[src/rtl/lsu_pkg.sv]
`default_nettype none
// ============================================================================
//  Module      : lsu_pkg
//  Description : Shared definitions for the MEM-stage load/store unit:
//                FSM state encoding, funct3 load-type codes, the default
//                bus timeout, and the alignment-check helper used when the
//                misalignment trap (LSU_MISALIGN_TRAP_EN) is built in.
//  Revision    : 1.0 - initial release
// ============================================================================
package lsu_pkg;

    // Default number of wait cycles tolerated before a bus access is aborted.
    localparam int TIMEOUT_CYCLES_DEF = 255;

    // Width of the BUSY wait counter.
    localparam int WAIT_CNT_W = 8;

    // FSM state encoding.
    typedef logic [1:0] lsu_state_t;
    localparam lsu_state_t ST_IDLE = 2'd0;
    localparam lsu_state_t ST_BUSY = 2'd1;
    localparam lsu_state_t ST_DONE = 2'd2;

    // funct3 load-type codes. Anything else is handled as a word load.
    localparam logic [2:0] F3_LB  = 3'b000;
    localparam logic [2:0] F3_LH  = 3'b001;
    localparam logic [2:0] F3_LW  = 3'b010;
    localparam logic [2:0] F3_LBU = 3'b100;
    localparam logic [2:0] F3_LHU = 3'b101;

    // Alignment check. Stores derive their size from the byte mask,
    // loads from funct3; byte accesses can never be misaligned.
    function automatic logic lsu_misaligned(
        input logic       is_store,
        input logic [3:0] mask,
        input logic [2:0] funct3,
        input logic [1:0] offset
    );
        logic is_half;
        logic is_word;
        if (is_store) begin
            is_half = (mask == 4'b0011);
            is_word = (mask == 4'b1111);
        end else begin
            is_half = (funct3 == F3_LH) || (funct3 == F3_LHU);
            is_word = !(is_half || (funct3 == F3_LB) || (funct3 == F3_LBU));
        end
        return (is_half && offset[0]) || (is_word && (offset != 2'b00));
    endfunction

endpackage : lsu_pkg
`default_nettype wire

[src/rtl/mem_stage_lsu_load_align.sv]
`default_nettype none
// ============================================================================
//  Module      : lsu_load_align
//  Description : Purely combinational load-result formatter. Shifts the bus
//                read word down by the byte offset, then sign- or
//                zero-extends according to funct3. Unsupported funct3 codes
//                return the full shifted word (LW behaviour).
//  Ports       : drdata  [31:0] in  - raw word from the data bus
//                offset  [1:0]  in  - byte offset of the access
//                funct3  [2:0]  in  - load type
//                rdata   [31:0] out - extended load result
//  Revision    : 1.0 - initial release
// ============================================================================
module lsu_load_align
    import lsu_pkg::*;
(
    input  logic [31:0] drdata,
    input  logic [1:0]  offset,
    input  logic [2:0]  funct3,
    output logic [31:0] rdata
);

    logic [31:0] w_shifted;

    always_comb begin
        w_shifted = drdata >> {offset, 3'b000};
        case (funct3)
            F3_LB:   rdata = {{24{w_shifted[7]}},  w_shifted[7:0]};
            F3_LH:   rdata = {{16{w_shifted[15]}}, w_shifted[15:0]};
            F3_LBU:  rdata = {24'd0, w_shifted[7:0]};
            F3_LHU:  rdata = {16'd0, w_shifted[15:0]};
            default: rdata = w_shifted;
        endcase
    end

endmodule : lsu_load_align
`default_nettype wire

[src/rtl/mem_stage_lsu.sv]
`default_nettype none
// ============================================================================
//  Module      : mem_stage_lsu
//  Description : MEM-stage load/store unit. Converts an EX/MEM access into a
//                single data-bus transaction (IDLE -> BUSY -> DONE), stalls
//                the pipeline while it is outstanding, formats load data and
//                aborts with bus_err if dack does not arrive in time.
//  Build option: LSU_MISALIGN_TRAP_EN - when defined, misaligned halfword and
//                word accesses skip the bus and pulse misalign_err instead.
//  Ports       : clk, rst_n                      clock / async active-low reset
//                memtoreg_in, memwrite_in[3:0]   access request (load / store mask)
//                addr_in[31:0], wdata_in[31:0]   effective address / store data
//                funct3_in[2:0]                  load size and sign
//                stall_out                       holds the EX/MEM register
//                rdata_out[31:0], rdata_valid    load result and update pulse
//                dreq, daddr, dwdata, dwe        data-bus request side
//                dack, drdata                    data-bus response side
//                bus_err, misalign_err           one-cycle error pulses
//  Revision    : 1.0 - initial release
// ============================================================================
module mem_stage_lsu
    import lsu_pkg::*;
#(
    parameter int TIMEOUT_CYCLES = TIMEOUT_CYCLES_DEF
) (
    input  logic        clk,
    input  logic        rst_n,
    input  logic        memtoreg_in,
    input  logic [3:0]  memwrite_in,
    input  logic [31:0] addr_in,
    input  logic [31:0] wdata_in,
    input  logic [2:0]  funct3_in,
    output logic        stall_out,
    output logic [31:0] rdata_out,
    output logic        rdata_valid,
    output logic        dreq,
    output logic [31:0] daddr,
    output logic [31:0] dwdata,
    output logic [3:0]  dwe,
    input  logic        dack,
    input  logic [31:0] drdata,
    output logic        bus_err,
    output logic        misalign_err
);

    // Timeout compare value, clamped to what the 8-bit counter can reach.
    localparam logic [WAIT_CNT_W-1:0] C_TIMEOUT_CNT =
        (TIMEOUT_CYCLES > 255) ? 8'd255 : 8'(TIMEOUT_CYCLES);
    localparam logic [WAIT_CNT_W-1:0] C_WAIT_MAX = 8'hFF;

    lsu_state_t state_q, state_d;

    logic [WAIT_CNT_W-1:0] wait_cnt_q, wait_cnt_d;
    logic [31:0]           daddr_q,    daddr_d;
    logic [31:0]           dwdata_q,   dwdata_d;
    logic [3:0]            dwe_q,      dwe_d;
    logic                  is_load_q,  is_load_d;
    logic [1:0]            offset_q,   offset_d;
    logic [2:0]            funct3_q,   funct3_d;
    logic [31:0]           rdata_q,    rdata_d;
    logic                  rdata_valid_q,  rdata_valid_d;
    logic                  bus_err_q,      bus_err_d;
    logic                  misalign_err_q, misalign_err_d;

    logic        w_access;
    logic        w_is_store;
    logic        w_misalign;
    logic        w_timeout;
    logic [31:0] w_load_word;

    // A request carrying both a load flag and a store mask is a store.
    assign w_is_store = (memwrite_in != 4'b0000);
    assign w_access   = memtoreg_in || w_is_store;
    assign w_timeout  = (wait_cnt_q == C_TIMEOUT_CNT);

`ifdef LSU_MISALIGN_TRAP_EN
    assign w_misalign = w_access &&
                        lsu_misaligned(w_is_store, memwrite_in, funct3_in, addr_in[1:0]);
`else
    assign w_misalign = 1'b0;
`endif

    lsu_load_align u_load_align (
        .drdata (drdata),
        .offset (offset_q),
        .funct3 (funct3_q),
        .rdata  (w_load_word)
    );

    // ---------------------------------------------------------------- FSM --
    always_ff @(posedge clk or negedge rst_n) begin
        if (!rst_n) begin
            state_q <= ST_IDLE;
        end else begin
            state_q <= state_d;
        end
    end

    always_comb begin
        state_d = state_q;
        case (state_q)
            ST_IDLE: begin
                if (w_access) begin
                    state_d = w_misalign ? ST_DONE : ST_BUSY;
                end
            end
            // dack takes priority over a timeout landing in the same cycle.
            ST_BUSY: begin
                if (dack || w_timeout) begin
                    state_d = ST_DONE;
                end
            end
            ST_DONE: state_d = ST_IDLE;
            default: state_d = ST_IDLE;
        endcase
    end

    // Stall is combinational in IDLE so the very first access cycle holds
    // the pipeline; it is forced low while reset is asserted.
    always_comb begin
        stall_out = rst_n && (((state_q == ST_IDLE) && w_access) || (state_q == ST_BUSY));
        dreq      = (state_q == ST_BUSY);
    end

    // ----------------------------------------------------------- datapath --
    always_comb begin
        wait_cnt_d     = wait_cnt_q;
        daddr_d        = daddr_q;
        dwdata_d       = dwdata_q;
        dwe_d          = dwe_q;
        is_load_d      = is_load_q;
        offset_d       = offset_q;
        funct3_d       = funct3_q;
        rdata_d        = rdata_q;
        rdata_valid_d  = 1'b0;
        bus_err_d      = 1'b0;
        misalign_err_d = 1'b0;

        case (state_q)
            ST_IDLE: begin
                if (w_access) begin
                    wait_cnt_d     = '0;
                    daddr_d        = {addr_in[31:2], 2'b00};
                    dwdata_d       = wdata_in << {addr_in[1:0], 3'b000};
                    dwe_d          = w_is_store ? (memwrite_in << addr_in[1:0]) : 4'b0000;
                    is_load_d      = !w_is_store;
                    offset_d       = addr_in[1:0];
                    funct3_d       = funct3_in;
                    misalign_err_d = w_misalign;
                end
            end
            ST_BUSY: begin
                if (dack) begin
                    if (is_load_q) begin
                        rdata_d       = w_load_word;
                        rdata_valid_d = 1'b1;
                    end
                end else if (w_timeout) begin
                    bus_err_d = 1'b1;
                end else if (wait_cnt_q != C_WAIT_MAX) begin
                    wait_cnt_d = wait_cnt_q + 8'd1;
                end
            end
            default: ;
        endcase
    end

    always_ff @(posedge clk or negedge rst_n) begin
        if (!rst_n) begin
            wait_cnt_q     <= '0;
            daddr_q        <= '0;
            dwdata_q       <= '0;
            dwe_q          <= '0;
            is_load_q      <= 1'b0;
            offset_q       <= '0;
            funct3_q       <= '0;
            rdata_q        <= '0;
            rdata_valid_q  <= 1'b0;
            bus_err_q      <= 1'b0;
            misalign_err_q <= 1'b0;
        end else begin
            wait_cnt_q     <= wait_cnt_d;
            daddr_q        <= daddr_d;
            dwdata_q       <= dwdata_d;
            dwe_q          <= dwe_d;
            is_load_q      <= is_load_d;
            offset_q       <= offset_d;
            funct3_q       <= funct3_d;
            rdata_q        <= rdata_d;
            rdata_valid_q  <= rdata_valid_d;
            bus_err_q      <= bus_err_d;
            misalign_err_q <= misalign_err_d;
        end
    end

    assign daddr        = daddr_q;
    assign dwdata       = dwdata_q;
    assign dwe          = dwe_q;
    assign rdata_out    = rdata_q;
    assign rdata_valid  = rdata_valid_q;
    assign bus_err      = bus_err_q;
    assign misalign_err = misalign_err_q;

endmodule : mem_stage_lsu
`default_nettype wire

[config.mk]
export PLATFORM = sky130hd
export DESIGN_NAME = mem_stage_lsu
export DESIGN_NICKNAME = d
export VERILOG_FILES = /design/src/rtl/lsu_pkg.sv /design/src/rtl/mem_stage_lsu_load_align.sv /design/src/rtl/mem_stage_lsu.sv
export SDC_FILE = /design/constraint.sdc
export NUM_CORES = 1
export LEC_CHECK = 0
export CORE_MARGIN = 2
export CORE_UTILIZATION = 35
export CTS_CLUSTER_SIZE = 16
export DETAILED_ROUTE_END_ITERATION = 10
export GPL_ROUTABILITY_DRIVEN = 0
export PLACE_DENSITY = 0.71
export SLEW_MARGIN = 10
export SYNTH_ARGS = -nofsm -noshare
export SYNTH_HDL_FRONTEND = slang
export SYNTH_HIERARCHICAL = 1
export SYNTH_SLANG_ARGS = --single-unit
[constraint.sdc]
create_clock -name clk -period 2.13 [get_ports clk]
set_input_delay 0.3195 -clock clk [delete_from_list [all_inputs] [get_ports clk]]
set_output_delay 0.3195 -clock clk [all_outputs]
set_load 0.03 [all_outputs]
==> metrics.txt <==
outcome=completed; Post-synth ARST share=100%; Synth Register Bits=approximately 120; cell with the most instances after synthesis=dfrtp_1; clock tree sinks=116; Critical Path Fanout Max=3; Yosys warnings=6; top cell type's share of synthesized area=51.2%; via-per-instance ratio=between 4 and 5; WP data arrival=approximately 1700 ps; Int Pwr=between 8000 and 9000 uW; PnR Total Power=about 14,000 uW; CP Class=input port to output port; diode count=0; min-delay worst type=input port to async pin; R2R Setup Slk=roughly 180 ps; unrepaired setup endpoints after global routing=no; Final Hold Viols=0; worst skew pair latency=between 400 and 500 ps; Cell variety after synth=44; Slew headroom=roughly 48%; # IOs=212; I/O Buffers=between 200 and 250; CTS Buffer Depth=2; layout cells sized above 1=just under 20%; pin count of the biggest net entering global routing=between 100 and 150; Initial Utilization=between 30 and 40%; Comb pwr share=between 50% and 60%; Root Driver=clkbuf_16; Synth area leaders=dfrtp_1 (51%), mux2_2 (15%), mux2i_1 (6.7%), a211oi_1 (4.1%), nand2_1 (3.4%); Worst-Margin Slew=around 800 ps; hpwl dp=~12,000 um; Fmax=between 400 and 500 MHz; Clk network pwr share=~22%; GRT Total Usage=between 10% and 20%; area leader, netlist=dfrtp_1; nature of the critical path startpoint=input port; Worst-path clk slew=50 ps; EDFF count, synth=0; final worst clock skew=about 7.6 ps; 1st-iter DRT viols=208; Area growth syn-to-layout=53.5%; Die Height=131 um; GRT Residual Overflow=0; Routed wire per std cell=16.8 um; row count=46; setup_tns=0 ps; pwr dens=1610 nW/um^2; initial antenna violation count=0; final antenna-violating net count=0; vias in the first global route=about 4,900; Most used DFF post-synth=dfrtp_1; min Tclk post-route=between 2000 and 2500 ps; CTS Hold Buffers Added=0; Reg power frac=approximately 27%; # nets final=830; Setup Slack @ Placement=-368 ps; DR vias=4,720; core outline area=~16,000 um^2; Chip Width=131 um; Worst Hold Slack=approximately 66 ps; syn_area_per_cell=~11 um^2; # H-tree levels=4; final slew viol count=0; VDD IR max=0.000922 V; Crit. End Element=output port; register area share after synthesis=between 50% and 60%; Critical-path top delay cell=or4_4; # DRC=0; Cells after DPL=slightly above 900; Final Cycle Share=a little over nine tenths; number of iterations in the first detailed-routing pass=4; CP peak stage delay=approximately 570 ps; Max Cap Violations=0; CTS Buf Count=17; net load switching power=between 5000 and 6000 uW; Synth Instances=between 500 and 600; Worst Path Required=1810 ps; Leak=approximately 0.0038 uW; setup violators final=0; Syn Std Cell Area=around 5700 um^2; setup bufs post-CTS=0; Final WS setup=about 72 ps; global-route wire length before repair=approximately 26,000 um; WL final=16,000 um; overall die area=17,200 um^2; CP cell instances=clkdlybuf4s50_1, or4_4, o21ai_4, a21boi_1, buf_2; final std cells w/o fill=approximately 950; top post-synthesis cells by count=dfrtp_1 (116), mux2_2 (76), nand2_1 (51); Switching Share=around two fifths; fill cell count=1,372; clock tree from TritonCTS=done
## per-stage QoR
stage | instance area, um^2 | utilization [%]
detailed placement | 8020 | 50.5
floorplan | 5680 | -
global placement | 8020 | 50.5
CTS | 8680 | 54.7
finish | 8710 | 54.8
global route | 8710 | 54.8
## repair_timing
item / in CTS / in global routing
gates resized for setup: 4 / 3
setup endpoints to repair: 2 / 4
endpoints found under the hold margin: 0 / 0
gates cloned: 0 / 1
## cells in the final DEF, fill, tap and decap left out, types with 2 or more instances in the layout
| master | instances |
|---|---|
| mux2i_1 | 38 |
| clkdlybuf4s50_1 | 204 |
| clkinv_2 | 3 |
| o31ai_1 | 9 |
| a31oi_1 | 4 |
| nand4_1 | 2 |
| dfrtp_1 | 116 |
| inv_1 | 12 |
| clkbuf_16 | 18 |
| nor2_1 | 30 |
| clkinv_4 | 2 |
| nand3_1 | 12 |
| bufinv_16 | 5 |
| o21ai_0 | 16 |
| conb_1 | 3 |
| o21ai_2 | 2 |
| clkinvlp_4 | 3 |
| nand2b_1 | 2 |
| a211oi_1 | 31 |
| mux2_2 | 76 |
| buf_2 | 2 |
| clkbuf_8 | 2 |
| nand2_1 | 51 |
| nor2b_1 | 18 |
| a21oi_1 | 28 |
| buf_12 | 3 |
| buf_4 | 18 |
## cell type report
| cell class | count | area, um^2 | area share [%] |
|---|---|---|---|
| Clock buffer | 19 | 453 | 5.20 |
| Sequential cell | 116 | 2900 | 33.3 |
| Timing Repair Buffer | 230 | 2310 | 26.5 |
| Tap cell | 216 | 270 | 3.10 |
| Inverter | 13 | 48.8 | 0.560 |
| Multi-Input combinational cell | 344 | 2520 | 28.9 |
| Clock inverter | 13 | 205 | 2.36 |
## critical path: cells and delay by family
kind	cells	cell delay, ps
and+or+nand+nor	1	570
buffers and inverters	2	620
AOI/OAI and AO/OA	2	220
## registers in the layout, indices dropped and copies added, names as in the netlist
register     count
rdata_out       32
is_load_q        1
rdata_valid      1
bus_err          1
daddr           30
funct3_q         3
wait_cnt_q       8
offset_q         2
dwdata          32
state_q          2
dwe              4
## per-layer routing
layer	up-vias	global-route usage (%)	part of all wire, %
met5	-	0	0
met4	0	7.37	2.4
met3	29	7.56	8.5
met2	197	30.4	47
met1	2251	22.5	42
li1	2243	-	-
## kinds of logic after synthesis
logic type,after synthesis,share of synthesized area [%]
AO/OA/AOI/OAI,103,12.2
AND/OR/NAND/NOR,123,10.0
buffers and inverters,47,4.54
multiplexers,114,21.8
adder cells (fa/ha/maj),1,0.221
other,1,0.0661
flip-flops,116,51.2
## power by group through the flow
stage	combinational (uW)	clock, uW	sequential, uW
final	7130	3140	3770
after global routing	7590	3330	3910
after CTS	7090	3220	3780
after detailed placement	7070	0	3800
after global placement	6940	0	3760
after floorplan	2730	0	5400
## path summary, 6_finish.rpt
check                               start            end  cells past startpoint
hold / removal                      rst_n  rdata_out[21]                      2
max in group asynchronous           rst_n      dwdata[6]                      2
hold reg to reg             wait_cnt_q[7]  wait_cnt_q[7]                      1
min in group clk               addr_in[0]    offset_q[0]                      3
setup reg to reg              offset_q[0]  rdata_out[10]                      6
setup / recovery           memwrite_in[2]      stall_out                      5
Note: power is estimated with default switching activity, not from simulation.
